==> src/rtl/mem_port_arbiter.sv <==
// Two-requester (core, program loader) arbiter for one synchronous memory port.
// One access in flight: IDLE arbitrates, ACCESS drives the memory, RESP returns the result.
module mem_port_arbiter (
  input  logic        clk,
  input  logic        reset,
  input  logic        c_req,
  input  logic        c_we,
  input  logic [31:0] c_addr,
  input  logic [31:0] c_wdata,
  output logic [31:0] c_rdata,
  output logic        c_ready,
  output logic        c_err,
  output logic        c_gnt,
  input  logic        l_req,
  input  logic        l_we,
  input  logic [31:0] l_addr,
  input  logic [31:0] l_wdata,
  output logic [31:0] l_rdata,
  output logic        l_ready,
  output logic        l_err,
  output logic        l_gnt,
  output logic        core_stall,
  output logic        m_en,
  output logic        m_we,
  output logic [29:0] m_addr,
  output logic [31:0] m_wdata,
  input  logic [31:0] m_rdata
);

  // Handshake: a requester raises req with we/addr/wdata and holds them until its
  // ready pulses for one cycle; fields are latched when req is sampled in IDLE.
  typedef enum logic [1:0] {
    IDLE   = 2'd0,
    ACCESS = 2'd1,
    RESP   = 2'd2
  } state_t;

  state_t      r_state;
  state_t      w_next;
  logic        r_win;   // 0 = core, 1 = loader
  logic        r_last;  // last granted requester, same encoding
  logic        r_we;
  logic [31:0] r_addr;
  logic [31:0] r_wdata;

  logic        w_any;
  logic        w_pick_l;
  logic        w_mis;
  logic        w_access;
  logic        w_resp;
  logic [31:0] w_rd;

  assign w_any    = c_req | l_req;
  // On a tie the requester that was not granted last wins.
  assign w_pick_l = l_req & (~c_req | ~r_last);
  assign w_mis    = |r_addr[1:0];

  always_comb begin
    w_next = r_state;
    case (r_state)
      IDLE:    if (w_any) w_next = ACCESS;
      ACCESS:  w_next = RESP;
      RESP:    w_next = IDLE;
      default: w_next = IDLE;
    endcase
  end

  always_ff @(posedge clk) begin
    if (reset) begin
      r_state <= IDLE;
      r_win   <= 1'b0;
      r_last  <= 1'b1;
      r_we    <= 1'b0;
      r_addr  <= 32'd0;
      r_wdata <= 32'd0;
    end else begin
      r_state <= w_next;
      if (r_state == IDLE && w_any) begin
        r_win   <= w_pick_l;
        r_we    <= w_pick_l ? l_we    : c_we;
        r_addr  <= w_pick_l ? l_addr  : c_addr;
        r_wdata <= w_pick_l ? l_wdata : c_wdata;
      end
      if (r_state == RESP) r_last <= r_win;
    end
  end

  // Outputs are decoded from registered state; reset blanks them while it is held.
  always_comb begin
    w_access   = (r_state == ACCESS) & ~reset;
    w_resp     = (r_state == RESP) & ~reset;
    w_rd       = (w_resp & ~r_we & ~w_mis) ? m_rdata : 32'd0;
    m_en       = w_access & ~w_mis;
    m_we       = w_access & ~w_mis & r_we;
    m_addr     = w_access ? r_addr[31:2] : 30'd0;
    m_wdata    = w_access ? r_wdata : 32'd0;
    c_gnt      = (w_access | w_resp) & ~r_win;
    l_gnt      = (w_access | w_resp) & r_win;
    c_ready    = w_resp & ~r_win;
    l_ready    = w_resp & r_win;
    c_err      = w_resp & ~r_win & w_mis;
    l_err      = w_resp & r_win & w_mis;
    c_rdata    = r_win ? 32'd0 : w_rd;
    l_rdata    = r_win ? w_rd : 32'd0;
    core_stall = c_req & ~c_ready;
  end

endmodule

==> config.mk <==
export PLATFORM = sky130hd
export DESIGN_NAME = mem_port_arbiter
export DESIGN_NICKNAME = d
export VERILOG_FILES = /design/src/rtl/mem_port_arbiter.sv
export SDC_FILE = /design/constraint.sdc
export NUM_CORES = 1
export LEC_CHECK = 0
export CORE_ASPECT_RATIO = 0.8
export CORE_MARGIN = 2
export CORE_UTILIZATION = 36
export CTS_CLUSTER_DIAMETER = 150
export DETAILED_ROUTE_END_ITERATION = 10
export PLACE_DENSITY = 0.91
export SYNTH_ARGS = -nofsm -noshare
export SYNTH_HDL_FRONTEND = slang
export SYNTH_SLANG_ARGS = --single-unit
==> constraint.sdc <==
create_clock -name clk -period 1.7 [get_ports clk]
set_input_delay 0.34 -clock clk [delete_from_list [all_inputs] [get_ports clk]]
set_output_delay 0.34 -clock clk [all_outputs]
set_load 0.005 [all_outputs]
After elaboration in Yosys (flattened, before gate mapping)

Index checks and enable logic that the tools add are counted.

Register bits after elaboration: 69
Output and inout port bits: 135
Word-level logic and storage cells: 46
Input bits: 166

Reductions and logical operators: 3
Eq/ne operators: 3
Bitwise gates (word level): 24
Multiplexer cells: 10

Operator list:

| cell                                                | number |
|---|---|
| 2-to-1 mux 32 bit                                   | 6 |
| 2-to-1 mux 30 bit                                   | 1 |
| bitwise AND 1 bit                                   | 14 |
| NOT 1 bit                                           | 7 |
| one-hot mux 2 bit (2 select lines)                  | 1 |
| OR 1 bit                                            | 3 |
| equality test 2 x 1 -> 1 bit, second input constant | 1 |
| equality test 2 bit, second input constant          | 1 |
| logical NOT 2 bit                                   | 1 |
| 2-to-1 mux 2 bit                                    | 1 |
| != test 2 bit, second input constant                | 1 |
| OR reduction 2 bit                                  | 1 |
| logical AND 1 bit                                   | 1 |
| 2-to-1 mux 1 bit                                    | 1 |

Longest topological paths before layout

Depth after elaboration: 6
Gate-level depth with buffers: 6
Mapped depth without buffers: 3

Worst setup path before layout

No wires, ideal clock.

Kind: register to output
Start point: register r_state[1]
End point: output c_rdata[10]
Path slack: 0.202 ns
Cell stages (with the launch flop): 5
Required time: 1.360 ns
Data arrival time: 1.158 ns
Path buffers: 1
Cells stage by stage: dfxtp_1 > nor3b_1 > and4b_1 > clkbuf_1 > and2_1

Longest elaborated chain between the ends: 6

Ends and longest elaborated chain:

| item                           | line | source |
|---|---|---|
| from (decl)                    | 38   | `state_t r_state;` |
| from (signal assigned)         | 77   | `r_state <= w_next;` |
| equality test 2 bit            | 91   | `w_resp = (r_state == RESP) & ~reset;` |
| bitwise AND 1 bit              | 91   |  |
| bitwise AND 1 bit (2 in a row) | 92   | `w_rd = (w_resp & ~r_we & ~w_mis) ? m_rdata : 32'd0;` |
| 2-to-1 mux 32 bit              | 92   |  |
| 2-to-1 mux 32 bit              | 103  | `c_rdata = r_win ? 32'd0 : w_rd;` |
| to (decl)                      | 10   | `output logic [31:0] c_rdata,` |

No other way between the ends.

Final worst setup path

Start point: register r_state[0]
End point: output l_rdata[18]

Longest elaborated chain between the ends: 6

Ends and longest elaborated chain:

| item                           | line | source |
|---|---|---|
| equality test 2 bit            | 91   |  |
| bitwise AND 1 bit              | 91   |  |
| bitwise AND 1 bit (2 in a row) | 92   |  |
| 2-to-1 mux 32 bit              | 92   |  |
| 2-to-1 mux 32 bit              | 104  | `l_rdata = r_win ? w_rd : 32'd0;` |
| to (decl)                      | 18   | `output logic [31:0] l_rdata,` |

No other way between the ends.

==> impl_metrics.tcl <==
set metrics [dict create \
    worstSkewPairLatency_ns 0.32 \
    hold_buffers 0 \
    final_common_cell "clkdlybuf4s50_1" \
    yosys-top-cells-area "dfxtp_1, and2_1, a311oi_2" \
    grt_start_max_net_pins 44 \
    cts_buffers 9 \
    critPathSlowestCell "and4b_2" \
    reg2reg_to "r_wdata[22]" \
    critical_path.max_fanout 8 \
    htreeDepth 3 \
    hold_end "r_win" \
    cts_tree "built" \
    stdcell_area_mm2 0.00894 \
    hold_path_depth 3 \
    worstPathCellList "nor3b_2, and4b_2, clkbuf_16, and2_4, clkbuf_2" \
    io_buffers 300 \
    via_per_inst 5.45 \
    fillers 688 \
    synth_nets 706 \
    synth_area_mm2 0.00425 \
    cts.sinks 69 \
    critPathKind "reg2out" \
    drive_gt1_share_pct 45.4 \
    cts_buffer_depth 2 \
    die_area_mm2 0.0127 \
    yosysWarnings 0 \
    violations "setup timing" \
    outcome "finished, violations left" \
    syn_area_per_cell_um2 7.87 \
    fmax_mhz 491 \
    dr.pass1.iters 5 \
    timing.final.crit_share_pct 120 \
    critPathMaxStageDelay_ns 0.38 \
    place_area_mm2 0.00765 \
    wl_mm 20.7 \
    place_hpwl_mm 12.4 \
    finalNonFillerCells 1020 \
    p_leak_nw 3.75 \
    route.detailed.drc 0 \
    pre_cts_ws_ns -0.445 \
    synth_seq_cells 69 \
    grtUsageTotal_pct 28.1 \
    final_cell_mix "clkdlybuf4s50_1, nand2_1, buf_6, and2_4" \
    r2r_setup_slack_ns 0.12 \
    drt_iter0_markers 295 \
    worst_slew_pin_slew_ns 0.517 \
    chipWidth_um 126 \
    maxSlewViolCount 0 \
    synth_xor_area_share_pct 0 \
    cellPowerDensity_mw_per_mm2 623 \
    gp_congestion 0.891 \
    final_core_util_pct 77.6 \
    synth_async_sr_flop_share_pct 0 \
    die_h_um 101 \
    post_drt_wl_per_cell_um 20.2 \
    antenna_left 0 \
    startpoint_type "flip-flop" \
    nets 1028 \
    rsz0062_at_grt "true" \
    io_pins 301 \
    setup_slack_ns -0.338 \
    synth_seq_area_share_pct 32.5 \
    num_rows 35 \
    synth-compound-area-share_pct 28.0 \
    worstPathRequired_ns 1.36 \
    hold_viol 0 \
    worstPathArrival_ns 1.70 \
    clkTransAtPathRegs_ns 0.06 \
    power_mw 5.57 \
    timing.slew.headroom_pct 65.5 \
    synth_edf_count 0 \
    netlist_instances 540 \
    synth_top_area_share_pct 32.5 \
    core_area_mm2 0.0115 \
    synthAdderAreaFrac_pct 0 \
    grt_pass1_vias 5384 \
    grt_pass1_wl_mm 28.2 \
    gr-total-overflow 0 \
    synth.distinct_cells 26 \
    worstReg2RegStart "r_state[0]" \
    place_inst 969 \
    initial_core_util_pct 36.9 \
    synth_simple_gate_area_share_pct 32.9 \
    drv_cap 0 \
    r2r_cells 6 \
    yosys_most_used_dff "dfxtp_1" \
    setup_viol 133 \
    hold_path.class "in2reg" \
    irDropWorstVdd_v 0.000394 \
    hold_path_startpoint "reset" \
    fin_skew_ns 0.00600 \
    synth_top_family_by_area "simple AND/OR/NAND/NOR gates" \
    crit_path_end_kind "primary output" \
    antenna_found_initial 5 \
    root_buffer "clkbuf_16" \
    syn2layout_area_growth_pct 110 \
    vias 5556 \
    yosys.area.top_type "dfxtp_1" \
    min_period_ns 2.04 \
    synth_mux_area_share_pct 0 \
]
-- cell usage after synthesis, types with 3 or more instances --
cell / count
a21oi_1: 66
dfxtp_1: 69
buf_6: 5
a311oi_2: 39
and2_1: 127
a311oi_1: 26
clkbuf_1: 36
nand2_1: 131
buf_2: 15
nor2_1: 3
nor4_1: 3
-- registers in the layout (all words and copies together), names as in the netlist --
signal / cells
r_addr: 32
r_wdata: 32
r_state: 2
r_last: 1
r_we: 1
r_win: 1
-- critical path, delay by kind of cell, from the launching register on --
family,cells,cell delay (ns)
buf+inv,2,0.31
simple gates,3,0.71
flops,1,0.35
-- where the power goes --
part | total [mW] | switching [mW] | internal (mW) | leakage (nW)
clock | 1.87 | 0.697 | 1.17 | 0.143
combinational | 1.78 | 0.778 | 1.00 | 3.03
sequential | 1.92 | 0.113 | 1.81 | 0.574
-- per-stage QoR --
step	setup TNS [ns]	hold WS, ns
after CTS	-32.20	0.382
final	-29.88	0.406
after floorplan	0	0.459
after global routing	-36.64	0.414
after global placement	-54.18	0.500
after detailed placement	-58.25	0.507
-- per-layer routing --
metal  GRT usage, %  share of wire (%)  up-vias
met3           8.35                6.8       76
met2           53.4                 52      308
met5              0                  0        -
met1           29.0                 35     2647
li1               -                  -     2525
met4           12.0                5.6        0
-- how the worst max path moves through the flow --
stage                        endpoint  depth (start not counted)       start
final                     l_rdata[18]                          5  r_state[0]
after global routing      l_rdata[18]                          5  r_state[0]
after CTS                  c_rdata[4]                          7  r_state[0]
after detailed placement  c_rdata[24]                          6       reset
after global placement     c_rdata[6]                          6       reset
after floorplan           c_rdata[10]                          4  r_state[1]
-- logic make-up (layout without fill, tap and decap cells) --
group | after synthesis | after routing
other cells | 0 | 5
flops | 69 | 69
compound gates | 137 | 137
simple gates | 276 | 276
buf+inv | 58 | 385
-- area by class of cell --
type | instances | area [µm²] | area share, %
clock inverter | 4 | 47.5 | 0.532
sequential | 69 | 1390 | 15.5
clock buffer | 12 | 246 | 2.76
antenna | 5 | 12.5 | 0.140
inverter | 1 | 3.75 | 0.0420
multi-input combinational | 413 | 3030 | 33.8
tap | 148 | 185 | 2.07
timing repair buffer | 368 | 4030 | 45.1
-- timing repair --
item                       in CTS  in global routing
setup endpoints to repair     135                140
pin swaps                      48                 63
gates cloned                    8                  4
setup buffers                  25                  7
resized for setup             597                218
Power figures use the tool's default switching activity.
